`src/rtl/ping_pkg.sv`:
```
// ping_pkg: shared state encoding, dead-time build switch and sizing helpers for ping_burst_tx.
// Build macro PING_DEAD_TIME_EN enables per-half-period dead time on the drive pair.
package ping_pkg;
  typedef logic [2:0] state_t;
  localparam state_t S_IDLE   = 3'd0;
  localparam state_t S_BURST  = 3'd1;
  localparam state_t S_BLANK  = 3'd2;
  localparam state_t S_LISTEN = 3'd3;
  localparam state_t S_DONE   = 3'd4;
`ifdef PING_DEAD_TIME_EN
  localparam bit DEAD_TIME_EN = 1'b1;
`else
  localparam bit DEAD_TIME_EN = 1'b0;
`endif
  function automatic int cw(input int n);
    return (n <= 2) ? 1 : $clog2(n);
  endfunction
  function automatic bit params_ok(input int half_period, pulses, blank_cycles, listen_cycles, dead_cycles);
    return half_period >= 1 && pulses >= 1 && blank_cycles >= 0 && listen_cycles >= 1 &&
           dead_cycles >= 0 && dead_cycles < half_period;
  endfunction
endpackage

```
`src/rtl/ping_tick_gen.sv`:
```
// ping_tick_gen: half-period divider with one-cycle tick and next-cycle dead-time flag.
// Ports: clk, rst_n (async active-low); clr restarts the half-period; en advances it;
// tick marks the last clock of a half-period; dead_nxt says the coming cycle is dead time
// (only when PING_DEAD_TIME_EN is defined).
module ping_tick_gen
  import ping_pkg::*;
#(
  parameter int HALF_PERIOD = 625,
  parameter int DEAD_CYCLES = 4
) (
  input  logic clk,
  input  logic rst_n,
  input  logic clr,
  input  logic en,
  output logic tick,
  output logic dead_nxt
);
  localparam int CW = cw(HALF_PERIOD);
  localparam logic [CW-1:0] LAST = CW'(HALF_PERIOD - 1);
  localparam logic [CW-1:0] DEAD = CW'(DEAD_CYCLES);
  logic [CW-1:0] cnt_q, cnt_d;
  always_comb begin
    tick = en && cnt_q == LAST;
    cnt_d = (clr || tick) ? '0 : en ? cnt_q + 1'b1 : cnt_q;
    dead_nxt = DEAD_TIME_EN && cnt_d < DEAD;
  end
  always_ff @(posedge clk or negedge rst_n)
    if (!rst_n) cnt_q <= '0;
    else cnt_q <= cnt_d;
endmodule

```
`src/rtl/ping_burst_tx.sv`:
```
// ping_burst_tx: ultrasonic ping transmitter - burst, ring-down blanking, bounded listen window.
// Ports: SYS_CLK, SYS_RST_N (async active-low); ON enable/abort; trigger start request;
// echo_det echo input; tx_p/tx_n complementary drives; timer_rst/timer_stop to the detection
// timer; listen_en, busy, done (one-cycle), hit (echo vs timeout, held). All outputs registered.
// Build macro PING_DEAD_TIME_EN inserts DEAD_CYCLES of both-low at the start of each half-period.
module ping_burst_tx
  import ping_pkg::*;
#(
  parameter int HALF_PERIOD   = 625,
  parameter int PULSES        = 8,
  parameter int BLANK_CYCLES  = 2000,
  parameter int LISTEN_CYCLES = 1000,
  parameter int DEAD_CYCLES   = 4
) (
  input  logic SYS_CLK,
  input  logic SYS_RST_N,
  input  logic ON,
  input  logic trigger,
  input  logic echo_det,
  output logic tx_p,
  output logic tx_n,
  output logic timer_rst,
  output logic timer_stop,
  output logic listen_en,
  output logic busy,
  output logic done,
  output logic hit
);
  localparam int PULSE_W = cw(2 * PULSES);
  localparam int PHASE_W = cw(BLANK_CYCLES > LISTEN_CYCLES ? BLANK_CYCLES : LISTEN_CYCLES);
  // An illegal configuration never leaves IDLE.
  localparam bit PARAM_OK = params_ok(HALF_PERIOD, PULSES, BLANK_CYCLES, LISTEN_CYCLES, DEAD_CYCLES);
  localparam logic [PULSE_W-1:0] LAST_HALF   = PULSE_W'(2 * PULSES - 1);
  localparam logic [PHASE_W-1:0] LAST_BLANK  = PHASE_W'(BLANK_CYCLES > 0 ? BLANK_CYCLES - 1 : 0);
  localparam logic [PHASE_W-1:0] LAST_LISTEN = PHASE_W'(LISTEN_CYCLES - 1);
  state_t state_q, state_d;
  logic [PULSE_W-1:0] half_q, half_d;
  logic [PHASE_W-1:0] phase_q, phase_d;
  logic hit_q, hit_d, tx_p_q, tx_p_d, tx_n_q, tx_n_d, timer_rst_q, timer_rst_d;
  logic timer_stop_q, timer_stop_d, listen_en_q, listen_en_d, busy_q, busy_d, done_q, done_d;
  logic start, tick, dead_nxt;
  assign start = state_q == S_IDLE && trigger && ON && PARAM_OK;
  ping_tick_gen #(.HALF_PERIOD(HALF_PERIOD), .DEAD_CYCLES(DEAD_CYCLES)) u_tick (
    .clk(SYS_CLK), .rst_n(SYS_RST_N), .clr(start || !ON), .en(state_q == S_BURST),
    .tick(tick), .dead_nxt(dead_nxt)
  );
  always_comb begin
    state_d = state_q;
    half_d = half_q;
    phase_d = phase_q;
    hit_d = hit_q;
    if (!ON) state_d = S_IDLE;
    else case (state_q)
      S_IDLE: if (start) begin
        state_d = S_BURST;
        half_d = '0;
      end
      S_BURST: if (tick) begin
        half_d = (half_q == LAST_HALF) ? '0 : half_q + 1'b1;
        phase_d = '0;
        if (half_q == LAST_HALF) state_d = (BLANK_CYCLES == 0) ? S_LISTEN : S_BLANK;
      end
      S_BLANK: begin
        phase_d = (phase_q == LAST_BLANK) ? '0 : phase_q + 1'b1;
        if (phase_q == LAST_BLANK) state_d = S_LISTEN;
      end
      S_LISTEN: begin
        phase_d = phase_q + 1'b1;
        // An echo on the final window cycle still wins over the timeout.
        if (echo_det || phase_q == LAST_LISTEN) begin
          state_d = S_DONE;
          phase_d = '0;
          hit_d = echo_det;
        end
      end
      default: state_d = S_IDLE;
    endcase
    // Outputs are registered, so they are decoded from the next state.
    tx_p_d = state_d == S_BURST && !half_d[0] && !dead_nxt;
    tx_n_d = state_d == S_BURST && half_d[0] && !dead_nxt;
    timer_rst_d = start;
    timer_stop_d = state_d == S_IDLE || state_d == S_DONE;
    listen_en_d = state_d == S_LISTEN;
    busy_d = state_d != S_IDLE;
    done_d = state_d == S_DONE;
  end
  always_ff @(posedge SYS_CLK or negedge SYS_RST_N)
    if (!SYS_RST_N) begin
      state_q <= S_IDLE;
      half_q <= '0;
      phase_q <= '0;
      hit_q <= 1'b0;
      tx_p_q <= 1'b0;
      tx_n_q <= 1'b0;
      timer_rst_q <= 1'b0;
      timer_stop_q <= 1'b1;
      listen_en_q <= 1'b0;
      busy_q <= 1'b0;
      done_q <= 1'b0;
    end else begin
      state_q <= state_d;
      half_q <= half_d;
      phase_q <= phase_d;
      hit_q <= hit_d;
      tx_p_q <= tx_p_d;
      tx_n_q <= tx_n_d;
      timer_rst_q <= timer_rst_d;
      timer_stop_q <= timer_stop_d;
      listen_en_q <= listen_en_d;
      busy_q <= busy_d;
      done_q <= done_d;
    end
  assign tx_p = tx_p_q;
  assign tx_n = tx_n_q;
  assign timer_rst = timer_rst_q;
  assign timer_stop = timer_stop_q;
  assign listen_en = listen_en_q;
  assign busy = busy_q;
  assign done = done_q;
  assign hit = hit_q;
endmodule

```
`config.mk`:
```
export PLATFORM = sky130hd
export DESIGN_NAME = ping_burst_tx
export DESIGN_NICKNAME = d
export VERILOG_FILES = /design/src/rtl/ping_pkg.sv /design/src/rtl/ping_tick_gen.sv /design/src/rtl/ping_burst_tx.sv
export SDC_FILE = /design/constraint.sdc
export NUM_CORES = 1
export LEC_CHECK = 0
export BUFFER_PORTS_ARGS = -buffer_cell sky130_fd_sc_hd__buf_2
export CAP_MARGIN = 20
export CELL_PAD_IN_SITES_DETAIL_PLACEMENT = 1
export CELL_PAD_IN_SITES_GLOBAL_PLACEMENT = 2
export CORE_MARGIN = 10
export CORE_UTILIZATION = 38
export DETAILED_ROUTE_END_ITERATION = 7
export GPL_ROUTABILITY_DRIVEN = 0
export PLACE_DENSITY = 0.81
export SKIP_LAST_GASP = 1
export SYNTH_ARGS = -nofsm -noshare
export SYNTH_HDL_FRONTEND = slang
export SYNTH_SLANG_ARGS = --single-unit
export TNS_END_PERCENT = 1
```
`constraint.sdc`:
```
create_clock -name SYS_CLK -period 2.1 [get_ports SYS_CLK]
set_clock_uncertainty 0.05 [all_clocks]
set_input_delay 0.21 -clock SYS_CLK [delete_from_list [all_inputs] [get_ports SYS_CLK]]
set_output_delay 0.21 -clock SYS_CLK [all_outputs]
set_load 0.02 [all_outputs]
```
==> impl_metrics.xml <==
<?xml version="1.0" encoding="UTF-8"?>
<metrics>
  <group name="timing">
    <metric name="tightest_slew" unit="ns">0.8240</metric>
    <metric name="setup-violations-final" unit="">0</metric>
    <metric name="layout_worst_path_cycle_share" unit="">0.9577</metric>
    <metric name="peak_freq" unit="GHz">0.4972</metric>
    <metric name="slew_headroom" unit="">0.4506</metric>
    <metric name="setup_slack" unit="ns">0.08884</metric>
    <metric name="finalWorstPathRequiredPeriod" unit="ns">2.011</metric>
    <metric name="finalSetupTns" unit="ns">0</metric>
    <metric name="maxSlewViolCount" unit="">0</metric>
    <metric name="rsz0062_at_grt" unit="">yes</metric>
    <metric name="timing_hold_violations_final" unit="">0</metric>
  </group>
  <group name="logic_synthesis">
    <metric name="ys_seq_elements" unit="">36</metric>
    <metric name="synth_simple_gate_area_frac" unit="">0.2813</metric>
    <metric name="post_synth_instance_area" unit="um^2">1859</metric>
    <metric name="synth_area_per_cell" unit="um^2">9.486</metric>
    <metric name="synth_nets" unit="">205</metric>
    <metric name="synth_largest_area_cell" unit="">dfrtp_1</metric>
    <metric name="main_combinational_cell_family_by_area_after_synthesis" unit="">simple AND/OR/NAND/NOR gates</metric>
    <metric name="synth_xor_area_frac" unit="">0.03769</metric>
    <metric name="muxShareOfSynthArea" unit="">0.01682</metric>
    <metric name="synth_compound_gate_area_share" unit="">0.1299</metric>
    <metric name="ys.flop_type" unit="">dfrtp_1</metric>
    <metric name="syn_inst_count" unit="">196</metric>
    <metric name="post_synth_main_area_contributors" unit="">dfrtp_1, nor2_1, nand2_1, a31oi_1, xor2_1</metric>
    <metric name="post-synth-top-area-fraction" unit="">0.4711</metric>
    <metric name="asyncSetResetFlopFracSynth" unit="">1.000</metric>
    <metric name="post-synth-top-count-cell" unit="">dfrtp_1</metric>
    <metric name="synth_enable_flop_cells" unit="">0</metric>
    <metric name="synth_sequential_area_ratio" unit="">0.4852</metric>
    <metric name="synth.lib_cells_used.distinct" unit="">46</metric>
    <metric name="post_synth_most_frequent_cells" unit="">dfrtp_1, nor2_1, nand2_1</metric>
    <metric name="synth_fa_ha_area_frac" unit="">0.02692</metric>
    <metric name="ys_warn_count" unit="">0</metric>
  </group>
  <group name="floorplan">
    <metric name="io_pins" unit="">13</metric>
    <metric name="num_rows" unit="">25</metric>
    <metric name="height_of_the_die" unit="um">89.95</metric>
    <metric name="initial_utilization" unit="">0.3936</metric>
    <metric name="coreArea" unit="um^2">4723</metric>
    <metric name="die-width" unit="um">89.95</metric>
    <metric name="die-area" unit="um^2">8091</metric>
  </group>
  <group name="clocking">
    <metric name="cts_sinks" unit="">36</metric>
    <metric name="cts.path.max_buffers" unit="">2</metric>
    <metric name="cts_made_buffers" unit="">5</metric>
    <metric name="reg_clk_slew_reported_paths" unit="ns">0.07</metric>
    <metric name="clock_latency" unit="ns">0.29</metric>
    <metric name="cts_tree" unit="">done</metric>
    <metric name="htree_num_levels" unit="">2</metric>
    <metric name="clock-root-buffer" unit="">clkbuf_8</metric>
  </group>
  <group name="global_route">
    <metric name="global_route.usage.total" unit="">0.1241</metric>
    <metric name="gr_ovfl_total" unit="">0</metric>
    <metric name="maximum_number_of_pins_on_one_net_before_global_route_repair" unit="">37</metric>
    <metric name="number_of_antenna_violations_at_the_first_check_in_global_routing" unit="">0</metric>
    <metric name="first_global_vias" unit="">1732</metric>
    <metric name="global_route_wire_length_before_repair" unit="um">8404</metric>
  </group>
  <group name="finish">
    <metric name="fillers" unit="">564</metric>
    <metric name="antennaDiodeCount" unit="">0</metric>
    <metric name="syn_to_final_growth" unit="%">14.74</metric>
    <metric name="drive_above_1_share" unit="">0.1909</metric>
    <metric name="fin_nets" unit="">228</metric>
    <metric name="finalCoreUtilization" unit="">0.4517</metric>
    <metric name="multi_input_area" unit="um^2">915.9</metric>
    <metric name="register_area" unit="um^2">903.4</metric>
  </group>
  <group name="setup_path">
    <metric name="crit_top_cell" unit="">nor2_1</metric>
    <metric name="regToRegEndpoint" unit="">hit</metric>
    <metric name="critPathTopFamily" unit="">simple AND/OR/NAND/NOR gates</metric>
    <metric name="setup.worst_path.start_class" unit="">register</metric>
    <metric name="cells_on_worst_reg2reg_path" unit="">5</metric>
    <metric name="critical_path.slowest_cell" unit="">or3b_2</metric>
    <metric name="critical_path.reg2reg.startpoint" unit="">phase_q[5]</metric>
    <metric name="r2r_setup_slack" unit="ns">0.09</metric>
    <metric name="end_kind" unit="">register</metric>
    <metric name="critical_path_depth" unit="">5</metric>
    <metric name="crit_type" unit="">reg2reg</metric>
    <metric name="cp_cell_sequence" unit="">or3b_2 &gt; nor4_2 &gt; nor2_1 &gt; nor2_1 &gt; mux2_2</metric>
    <metric name="timing.critical_path.fanout_max" unit="">6</metric>
    <metric name="worst_path_largest_cell_delay" unit="ns">0.47</metric>
    <metric name="cp_num_buf_inv" unit="">0</metric>
    <metric name="worst_ep_arrival_time" unit="ns">2.14</metric>
    <metric name="worst_ep_required_time" unit="ns">2.23</metric>
  </group>
  <group name="routing">
    <metric name="via_count" unit="">1594</metric>
    <metric name="wirelength" unit="um">4706</metric>
    <metric name="via_per_inst" unit="">5.554</metric>
    <metric name="remaining_drc_errors" unit="">0</metric>
    <metric name="number_of_nets_still_failing_antenna_checks_after_routing" unit="">0</metric>
    <metric name="drt_iter0_markers" unit="">54</metric>
    <metric name="wire_per_inst" unit="um">16.40</metric>
    <metric name="dr.pass1.iters" unit="">4</metric>
  </group>
  <group name="min_path">
    <metric name="number_of_cells_on_the_worst_hold_path" unit="">2</metric>
    <metric name="min_delay_worst_endpoint" unit="">hit</metric>
    <metric name="worst_hold_path_type" unit="">in2reg</metric>
    <metric name="min_from" unit="">echo_det</metric>
  </group>
  <group name="pwr">
    <metric name="leakage" unit="nW">0.9865</metric>
    <metric name="total_power" unit="mW">1.301</metric>
    <metric name="power.ir.vdd_worst" unit="mV">0.3058</metric>
    <metric name="power.density_cell_area" unit="nW/um^2">610.0</metric>
  </group>
  <group name="flow_run">
    <metric name="drv_cap" unit="">0</metric>
  </group>
  <group name="placed_design">
    <metric name="place_hpwl" unit="um">3512</metric>
    <metric name="detailedPlace.worstSlack" unit="ns">0.07608</metric>
    <metric name="place.port_buffers" unit="">12</metric>
  </group>
  <group name="run_status">
    <metric name="status" unit="">completed</metric>
  </group>
</metrics>
[placed cells by master, fill, tap and decap left out, drive strengths merged, types with 2 or more instances in the layout]
cell type / Yosys / layout
inv: 6 / 6
clkinv: 0 / 2
or3: 2 / 2
or3b: 2 / 2
nand2b: 3 / 3
o21ai: 12 / 12
mux2i: 2 / 2
nor2b: 4 / 4
ha: 4 / 4
nand3: 9 / 9
dfrtp: 35 / 35
clkbuf: 2 / 6
a21oi: 9 / 9
buf: 1 / 18
nand2: 23 / 23
and3: 4 / 4
xor2: 6 / 6
a31oi: 9 / 9
xnor2: 2 / 2
nor3: 7 / 7
nor2: 25 / 25
nand4: 8 / 8
a31o: 2 / 2
[sequential cells by signal, summed over array words and instances, names as in the netlist]
register / cells
phase_q: 11
u_tick.cnt_q: 10
half_q: 4
state_q: 3
busy: 1
done: 1
hit: 1
listen_en: 1
timer_rst: 1
timer_stop: 1
tx_n: 1
tx_p: 1
[power breakdown]
part,total [mW],switching [mW],internal [mW]
Combinational,0.0759,0.0537,0.0222
Sequential,0.706,0.00509,0.701
Clock,0.519,0.257,0.262
Total,1.30,0.316,0.985
[worst max path at each step]
stage,startpoint,endpoint,slack (ns)
after floorplan,phase_q[3],hit,0.24
after global placement,phase_q[5],hit,0.14
after detailed placement,phase_q[5],hit,0.08
after CTS,phase_q[5],hit,0.04
after global routing,u_tick.cnt_q[3],phase_q[10],-0.04
final,phase_q[5],hit,0.09
[layout make-up]
| type | instances | share of cell area |
|---|---|---|
| repair buffers | 19 | 0.05396 |
| flip-flops and latches | 36 | 0.4235 |
| clock inverters | 2 | 0.004692 |
| clock buffers | 6 | 0.03871 |
| multi-input cells | 151 | 0.4293 |
| well taps | 67 | 0.03930 |
| inverters | 6 | 0.01056 |
[repair_timing]
action | in CTS | in global routing
hold endpoints to repair | 35 | 0
resized for setup | 0 | 1
setup endpoints to repair | 0 | 4
hold buffers | 1 | 0
buffers inserted | 0 | 0
[through the flow]
stage / area, um^2 / cells / hold slack, ns
after floorplan: 1859 / 196 / -0.1356
after global placement: 2029 / 278 / 0.2850
after detailed placement: 2029 / 278 / 0.3022
after CTS: 2132 / 287 / 0.1466
after global routing: 2133 / 287 / 0.1415
final: 2133 / 287 / 0.1477
[cells by family after synthesis]
logic type,Yosys count
buffers and inverters,9
flip-flops,36
AO/OA/AOI/OAI,39
multiplexers,3
XOR/XNOR,8
adder cells (fa/ha/maj),4
AND/OR/NAND/NOR,97
[routing by layer]
| layer | share of wire | track usage | up-vias |
|---|---|---|---|
| met1 | 0.45 | 0.1438 | 815 |
| met5 | 0 | 0 | - |
| met4 | 0.018 | 0.04775 | 0 |
| met3 | 0.023 | 0.02909 | 10 |
| li1 | - | - | 747 |
| met2 | 0.51 | 0.2155 | 22 |
No activity file was read; power rests on OpenSTA's default activity.
